`src/rtl/midi_tx_pkg.sv`:
```
// rtl/midi_tx_pkg.sv - MIDI status codes and transmit FSM encoding shared by the MIDI encoder.
package midi_tx_pkg;

  localparam logic [3:0] S_NOTE_OFF    = 4'h8;
  localparam logic [3:0] S_NOTE_ON     = 4'h9;
  localparam logic [3:0] S_PROG_CHANGE = 4'hC;

  typedef enum logic [1:0] {
    ST_IDLE   = 2'd0,
    ST_STATUS = 2'd1,
    ST_DATA1  = 2'd2,
    ST_DATA2  = 2'd3
  } tx_state_e;

endpackage

```
`src/rtl/register_clr.sv`:
```
// rtl/register_clr.sv - load-enabled register with synchronous clear.
module register_clr #(
  parameter int W = 8
) (
  input  logic         clk,
  input  logic         clr,
  input  logic         en,
  input  logic [W-1:0] d,
  output logic [W-1:0] q
);

  logic [W-1:0] q_q;
  logic [W-1:0] q_d;

  always_comb begin
    q_d = q_q;
    if (en) q_d = d;
  end

  always_ff @(posedge clk) begin
    if (clr) q_q <= '0;
    else     q_q <= q_d;
  end

  assign q = q_q;

endmodule

```
`src/rtl/midi_tx.sv`:
```
// rtl/midi_tx.sv - MIDI message encoder: serialises note/program requests into a
// status + data byte stream over a DV/TX_READY handshake, with optional running status.
module midi_tx
  import midi_tx_pkg::*;
#(
  parameter bit RUNNING_STATUS = 1'b1
) (
  input  logic       CLK,
  input  logic       RST,
  input  logic       CE,
  input  logic [3:0] CHANNEL,
  input  logic [6:0] NOTE_NUM,
  input  logic [6:0] NOTE_VEL,
  input  logic [6:0] PROGRAM,
  input  logic       SEND_NOTE_ON,
  input  logic       SEND_NOTE_OFF,
  input  logic       SEND_PROG,
  output logic       READY,
  output logic [7:0] DATA,
  output logic       DV,
  input  logic       TX_READY
);

  tx_state_e  state_q, state_d;
  logic [7:0] status_q, last_status_q, req_status;
  logic [6:0] d1_q, d2_q, req_d1;
  logic       accept, take, last_en;

  always_comb begin
    req_status = {S_PROG_CHANGE, CHANNEL};
    req_d1     = PROGRAM;
    if (SEND_NOTE_OFF) begin
      req_status = {S_NOTE_OFF, CHANNEL};
      req_d1     = NOTE_NUM;
    end else if (SEND_NOTE_ON) begin
      req_status = {S_NOTE_ON, CHANNEL};
      req_d1     = NOTE_NUM;
    end
  end

  assign accept = CE & (state_q == ST_IDLE) & (SEND_NOTE_OFF | SEND_NOTE_ON | SEND_PROG);
  // DV is high in every non-idle state, so a transfer there only needs CE and TX_READY.
  assign take   = CE & TX_READY;

  always_comb begin
    state_d = state_q;
    READY   = 1'b0;
    DV      = 1'b0;
    DATA    = 8'h00;
    last_en = 1'b0;
    case (state_q)
      ST_IDLE: begin
        READY = 1'b1;
        if (accept) begin
          if (RUNNING_STATUS && (req_status == last_status_q)) state_d = ST_DATA1;
          else                                                 state_d = ST_STATUS;
        end
      end
      ST_STATUS: begin
        DV   = 1'b1;
        DATA = status_q;
        if (take) begin
          last_en = 1'b1;
          state_d = ST_DATA1;
        end
      end
      ST_DATA1: begin
        DV   = 1'b1;
        DATA = {1'b0, d1_q};
        if (take) state_d = (status_q[7:4] == S_PROG_CHANGE) ? ST_IDLE : ST_DATA2;
      end
      ST_DATA2: begin
        DV   = 1'b1;
        DATA = {1'b0, d2_q};
        if (take) state_d = ST_IDLE;
      end
      default: state_d = ST_IDLE;
    endcase
  end

  always_ff @(posedge CLK) begin
    if (RST) state_q <= ST_IDLE;
    else     state_q <= state_d;
  end

  register_clr #(.W(8)) u_status (
    .clk(CLK), .clr(RST), .en(accept), .d(req_status), .q(status_q)
  );

  register_clr #(.W(7)) u_d1 (
    .clk(CLK), .clr(RST), .en(accept), .d(req_d1), .q(d1_q)
  );

  register_clr #(.W(7)) u_d2 (
    .clk(CLK), .clr(RST), .en(accept), .d(NOTE_VEL), .q(d2_q)
  );

  // Cleared to 8'h00 (never a valid status) so the first message after reset carries status.
  register_clr #(.W(8)) u_last_status (
    .clk(CLK), .clr(RST), .en(last_en), .d(status_q), .q(last_status_q)
  );

endmodule

```
`config.mk`:
```
export PLATFORM = sky130hd
export DESIGN_NAME = midi_tx
export DESIGN_NICKNAME = d
export VERILOG_FILES = /design/src/rtl/midi_tx_pkg.sv /design/src/rtl/register_clr.sv /design/src/rtl/midi_tx.sv
export SDC_FILE = /design/constraint.sdc
export NUM_CORES = 1
export LEC_CHECK = 0
export CORE_ASPECT_RATIO = 1.5
export CORE_MARGIN = 4
export CORE_UTILIZATION = 40
export CTS_CLUSTER_DIAMETER = 30
export DETAILED_ROUTE_END_ITERATION = 16
export MAX_ROUTING_LAYER = met4
export PLACE_DENSITY = 0.66
export SLEW_MARGIN = 10
export SYNTH_ARGS = -nofsm -noshare
export SYNTH_HDL_FRONTEND = slang
export SYNTH_SLANG_ARGS = --single-unit
export TNS_END_PERCENT = 30
```
`constraint.sdc`:
```
create_clock -name CLK -period 1.55 [get_ports CLK]
set_input_delay 0.2325 -clock CLK [delete_from_list [all_inputs] [get_ports CLK]]
set_output_delay 0.2325 -clock CLK [all_outputs]
set_load 0.01 [all_outputs]
```
==> impl_metrics.ini, run 1 <==
[critical_path]
crit_buf_inv = 2
reg2reg_setup_slack_ns = 0.03
cp_slowest_stage_delay_ns = 0.35
required_ns = 1.32
slowest_stage = dfxtp_2
regToRegStartpoint = state_q[0]
crit_family = flip-flops
timing.rr.end = state_q[0]
crit_chain = buf_6 -> mux2_1 -> a22o_1 -> buf_2
critPathKind = register to output pin
cp-end-kind = output pin
reg2reg_depth = 6
crit_fanout = 7
cp.depth = 4
start_kind = register
arrival_ns = 1.39

[drt]
drt_drc_violations_left = 0
viasPerCell = 5.22
vias = 1451
drt.antenna.violating_nets = 0
wire_per_inst_um = 14.1
totalWireLength_um = 3910
dr.pass1.iters = 4
drt_iter0_markers = 39

[finish]
drive_gt1_share_pct = 27.2
antenna_cells = 0
syn2layout_area_growth_pct = 47.9
nNetsFinal = 267
final_common_cell = nand2_1
layout_common_cells = nand2_1 (33), clkdlybuf4s50_1 (31), dfxtp_1 (28)
stdcell_count = 278
fin_util_pct = 61.1

[global_routing]
gr-usage-all-layers_pct = 17.4
grt_pass1_wl_um = 6290
grt_max_degree = 16
antenna_found_initial = 0
grt_pass1_vias = 1481
grt_overflow_total = 0

[die]
core-area_um2 = 3650
pin_count = 42
die-area_um2 = 4830
fp.dieW_um = 58.1
die_height_um = 83.2
core.rowCount = 27
initial_utilization_pct = 41.3

[hold_path]
hold_path.class = register to register
worst_hold_path.endpoint = u_d2.q[1]
holdPathStages = 2
min_from = u_d2.q[1]

[clock_network]
clk_pin_slew_ns = 0.06
clockBufferDepth = 2
cts_root_buffer = clkbuf_8
cts.htree.levels = 2
cts_sinks = 30
cts-hold-fix-buffers = 0
cts_tree = built
clkLatencyLatePin_ns = 0.28
numCtsBuffers = 5

[place]
io_buffers = 41
post-place-cells = 270
dp_hpwl_um = 3080
gp_congestion = 0.821
preCtsSetupSlack_ns = -0.232

[logic_synthesis]
synth_cells = 168
syn_area_per_cell_um2 = 8.97
syn_nets = 200
synth_cell_types = 34
yosys_warnings = 0
ys_seq_area_share_pct = 39.9
synth-seq-cells = 30
netlist_area_um2 = 1510

[job]
drv_cap = 0

[sta]
skew_ns = 0.00221
finalSetupViolCount = 6
post-route-period-util_pct = 105
fin_ws_ns = -0.0730
period_needed_ns = 1.62
tns_ns = -0.366
max_clock_freq_mhz = 616
slew_viol_final = 0
tightestPinTransition_ns = 0.453
grt_setup_unrepaired = yes
relSlewSlack_pct = 69.4
finalHoldViolCount = 0

[status]
outcome = complete, but fails checks
violations = negative setup slack

[power_and_ir_drop]
leakagePower_nw = 0.948
ir_drop_mv = 0.659
power_density_nw_per_um2 = 875
fin_total_pwr_mw = 1.95
[routing by layer]
metal	vias to the layer above	wire length, um	global-route usage, %
met2	37	2150	31.5
met1	674	1440	16.1
met4	0	93	7.59
li1	730	-	-
met5	-	0	-
met3	10	224	5.44
[cell families after synthesis]
family | after synthesis | share of synthesized area, %
compound gates | 42 | 22.8
xor+xnor | 4 | 2.33
buf+inv | 14 | 5.65
flops | 30 | 39.9
mux | 15 | 10.5
simple gates | 63 | 18.9
[timing repair]
| action | CTS | global route |
|---|---|---|
| resized for setup | 35 | 9 |
| endpoints found under the setup margin | 11 | 8 |
| pin swaps | 1 | 4 |
| setup buffers | 0 | 1 |
[synthesized netlist by cell type]
| cell | n | share of area, % |
|---|---|---|
| nor2_1 | 17 | 4.2 |
| a31oi_1 | 1 | 0.42 |
| o21ai_1 | 1 | 0.33 |
| clkbuf_1 | 1 | 0.25 |
| nor2b_1 | 2 | 0.83 |
| xor2_1 | 3 | 1.7 |
| o41ai_1 | 1 | 0.58 |
| a311oi_1 | 1 | 0.58 |
| buf_6 | 3 | 2.2 |
| nand4b_1 | 2 | 1.2 |
| mux2i_1 | 9 | 6.0 |
| a22o_1 | 6 | 3.5 |
| nand2_1 | 33 | 8.2 |
| o21ai_0 | 7 | 2.3 |
| dfxtp_1 | 30 | 40 |
| o311ai_4 | 1 | 1.7 |
| nor4bb_1 | 1 | 0.66 |
| xnor2_1 | 1 | 0.58 |
| nand3b_1 | 1 | 0.50 |
| a21oi_1 | 14 | 4.7 |
| and3_1 | 1 | 0.42 |
| buf_1 | 1 | 0.25 |
| and3b_1 | 1 | 0.58 |
| a311oi_2 | 7 | 7.0 |
| inv_1 | 1 | 0.25 |
| nand3_1 | 2 | 0.66 |
| buf_2 | 8 | 2.7 |
| a211oi_1 | 1 | 0.50 |
| nor3b_1 | 1 | 0.50 |
| a22oi_1 | 1 | 0.50 |
| mux2_1 | 6 | 4.5 |
| o311a_1 | 1 | 0.66 |
| nor2_4 | 1 | 0.75 |
| nor2_2 | 1 | 0.42 |
[cell type report]
| class | instances | area [um2] |
|---|---|---|
| well taps | 43 | 53.8 |
| fillers | 332 | 1420 |
| repair buffers | 73 | 639 |
| flip-flops and latches | 30 | 606 |
| inverters | 1 | 3.75 |
| clock inverters | 2 | 10.0 |
| clock buffers | 5 | 68.8 |
| multi-input cells | 124 | 847 |
[how the worst max path moves through the flow]
| stage | end | startpoint |
|---|---|---|
| final | DATA[3] | state_q[1] |
| after global routing | DATA[4] | state_q[1] |
| after CTS | DATA[2] | state_q[1] |
| after detailed placement | state_q[0] | SEND_NOTE_ON |
| after global placement | DATA[4] | state_q[1] |
| after floorplan | DATA[0] | state_q[1] |
[where the power goes]
part	internal (mW)	switching [mW]	total [mW]
combinational	0.279	0.225	0.504
sequential	0.828	0.0398	0.868
clock	0.300	0.278	0.577
[registers in the layout, indices dropped and copies added, names as in the netlist]
register,count
u_d1.q,7
u_d2.q,7
u_status.q,7
u_last_status.q,7
state_q,2
[worst min-delay path, delay by kind of cell (launching register included)]
kind	cells	cell delay (ns)
AO/OA/AOI/OAI	1	0.05
AND/OR/NAND/NOR	1	0.05
flip-flops	1	0.31
[metrics by stage]
step	hold slack [ns]	area, um2
floorplan	0.368	1510
global route	0.485	2230
global placement	0.444	2130
detailed placement	0.450	2130
finish	0.457	2230
CTS	0.459	2210
Power figures use the tool's default switching activity.
==> run 2: changes to the inputs <==
--- a/config.mk
+++ b/config.mk
@@ -8,6 +8,7 @@
 export CORE_ASPECT_RATIO = 1.5
 export CORE_MARGIN = 4
 export CORE_UTILIZATION = 40
+export CTS_BUF_LIST = sky130_fd_sc_hd__clkbuf_4 sky130_fd_sc_hd__clkbuf_8 sky130_fd_sc_hd__clkbuf_16
 export CTS_CLUSTER_DIAMETER = 30
 export DETAILED_ROUTE_END_ITERATION = 16
 export MAX_ROUTING_LAYER = met4
==> constraint.sdc (replaced) <==
create_clock -name CLK -period 1.9 [get_ports CLK]
set_input_delay 0.285 -clock CLK [delete_from_list [all_inputs] [get_ports CLK]]
set_output_delay 0.285 -clock CLK [all_outputs]
set_load 0.01 [all_outputs]
==> run 2 against run 1 <==
Compared with the run above:
- the flow now finishes without violations
- critical path depth unchanged
- register-to-register slack better by 0.26 ns
- worst setup slack better by 0.15 ns
- design area down 3.6%
- largest cell class unchanged
- largest power group unchanged
==> impl_metrics.ini, run 2 (synthesis results as in run 1) <==
[status]
outcome = finished clean

[finish]
final_common_cell = clkdlybuf4s50_1
nNetsFinal = 254
antenna_cells = 0
layout_common_cells = clkdlybuf4s50_1 (34), nand2_1 (33), dfxtp_1 (29)
syn2layout_area_growth_pct = 42.6
drive_gt1_share_pct = 17.5
n_fill_cell = 353
stdcell_area_um2 = 2150

[drt]
drt_iter0_markers = 35
dr.pass1.iters = 4
viasPerCell = 5.21
vias = 1385
drt.antenna.violating_nets = 0
drt_drc_violations_left = 0
totalWireLength_um = 3810
wire_per_inst_um = 14.3

[global_routing]
grt_pass1_wl_um = 6290
gr-usage-all-layers_pct = 17.1
antenna_found_initial = 0
grt_max_degree = 29
grt_overflow_total = 0
grt_pass1_vias = 1427

[critical_path]
required_ns = 1.62
crit_chain = buf_6 -> mux2_1 -> a22o_1 -> dlygate4sd2_1
cp-end-kind = output pin
arrival_ns = 1.54
start_kind = register
slowest_stage = dfxtp_2
cp_slowest_stage_delay_ns = 0.34
crit_fanout = 6
critPathKind = register to output pin

[power_and_ir_drop]
ir_drop_mv = 0.595
power_density_nw_per_um2 = 752
leakagePower_nw = 0.908

[place]
gp_congestion = 0.805
dp_hpwl_um = 3000
io_buffers = 41
placed_area_um2 = 2020

[sta]
finalHoldViolCount = 0
max_clock_freq_mhz = 549
finalSetupViolCount = 0
worst_hold_slack_ns = 0.457
relSlewSlack_pct = 66.5
slew_viol_final = 0
skew_ns = 0.00605
tightestPinTransition_ns = 0.496
period_needed_ns = 1.82
post-route-period-util_pct = 95.9

[die]
pin_count = 42
die_height_um = 83.2
die-area_um2 = 4830
initial_utilization_pct = 41.3
core-area_um2 = 3650
core.rowCount = 27
fp.dieW_um = 58.1

[clock_network]
numCtsBuffers = 5
cts_root_buffer = clkbuf_8
cts-hold-fix-buffers = 0
clockBufferDepth = 2
cts.htree.levels = 2
cts_tree = built
cts_sinks = 30
clkLatencyLatePin_ns = 0.28
clk_pin_slew_ns = 0.06

[hold_path]
hold_path.class = register to register

[job]
drv_cap = 0
## run 2: changes by cell type in the layout (fill, tap and decap cells not counted), moves of 2 or more
cell / delta
buf_4: -11
buf_2: -6
mux2_1: +4
mux2_4: -4
clkdlybuf4s50_1: +3
buf_6: -2
dlygate4sd2_1: +2
## run 2: power breakdown
group / total (mW) / switching [mW] / internal, mW
sequential: 0.703 / 0.0286 / 0.675
combinational: 0.384 / 0.178 / 0.206
clock: 0.528 / 0.223 / 0.306
total: 1.62 / 0.429 / 1.19
## run 2: what timing repair did
item                                    CTS  global route
resized for setup                         6             6
pin swaps                                 0             1
endpoints found under the setup margin    6             8
setup buffers                             0             3
## run 2: cell type report
class / instances / area [um2] / area share [%]
tap: 43 / 53.8 / 2.50
timing repair buffer: 60 / 569 / 26.5
clock buffer: 7 / 90.1 / 4.19
inverter: 1 / 3.75 / 0.175
clock inverter: 1 / 5.00 / 0.233
multi-input combinational: 124 / 825 / 38.4
sequential: 30 / 602 / 28.0
## run 2: worst paths after layout
path              start         end  slack, ns  cells past startpoint
max          state_q[1]     DATA[2]       0.08                      4
min           u_d2.q[6]   u_d2.q[6]       0.46                      2
max reg2reg  state_q[0]  state_q[0]       0.29                      7
min reg2reg   u_d2.q[6]   u_d2.q[6]       0.46                      2
## run 2: critical path, delay by kind of cell (launching register included)
kind | cells | cell delay, ns
compound gates | 1 | 0.19
flops | 1 | 0.34
buf+inv | 2 | 0.40
mux | 1 | 0.32
## run 2: through the flow
step	instances	setup WS [ns]	utilization [%]	total power [mW]	TNS (ns)
6_report	266	0.0773	58.9	1.62	0
3_5_place_dp	255	0.127	55.4	1.09	0
4_1_cts	263	0.0128	57.8	1.62	0
2_1_floorplan	168	0.500	-	0.921	0
5_1_grt	266	-0.00000200	58.9	1.71	-0.00000200
3_3_place_gp	255	0.153	55.4	1.08	0
## run 2: per-layer routing
layer	vias up	part of all wire, %	global-route usage, %
met5	-	0	-
met4	0	1.5	5.91
met3	5	5.6	4.82
met2	38	55	31.0
met1	635	38	17.0
li1	707	-	-
==> run 3: changes to the inputs <==
--- a/config.mk
+++ b/config.mk
@@ -5,6 +5,7 @@
 export SDC_FILE = /design/constraint.sdc
 export NUM_CORES = 1
 export LEC_CHECK = 0
+export CAP_MARGIN = 30
 export CORE_ASPECT_RATIO = 1.5
 export CORE_MARGIN = 4
 export CORE_UTILIZATION = 40
@@ -13,7 +14,7 @@
 export DETAILED_ROUTE_END_ITERATION = 16
 export MAX_ROUTING_LAYER = met4
 export PLACE_DENSITY = 0.66
-export SLEW_MARGIN = 10
+export SLEW_MARGIN = 5
 export SYNTH_ARGS = -nofsm -noshare
 export SYNTH_HDL_FRONTEND = slang
 export SYNTH_SLANG_ARGS = --single-unit
==> results of run 3 <==
No change in the layout: final DEF, timing and power equal those of run 2.
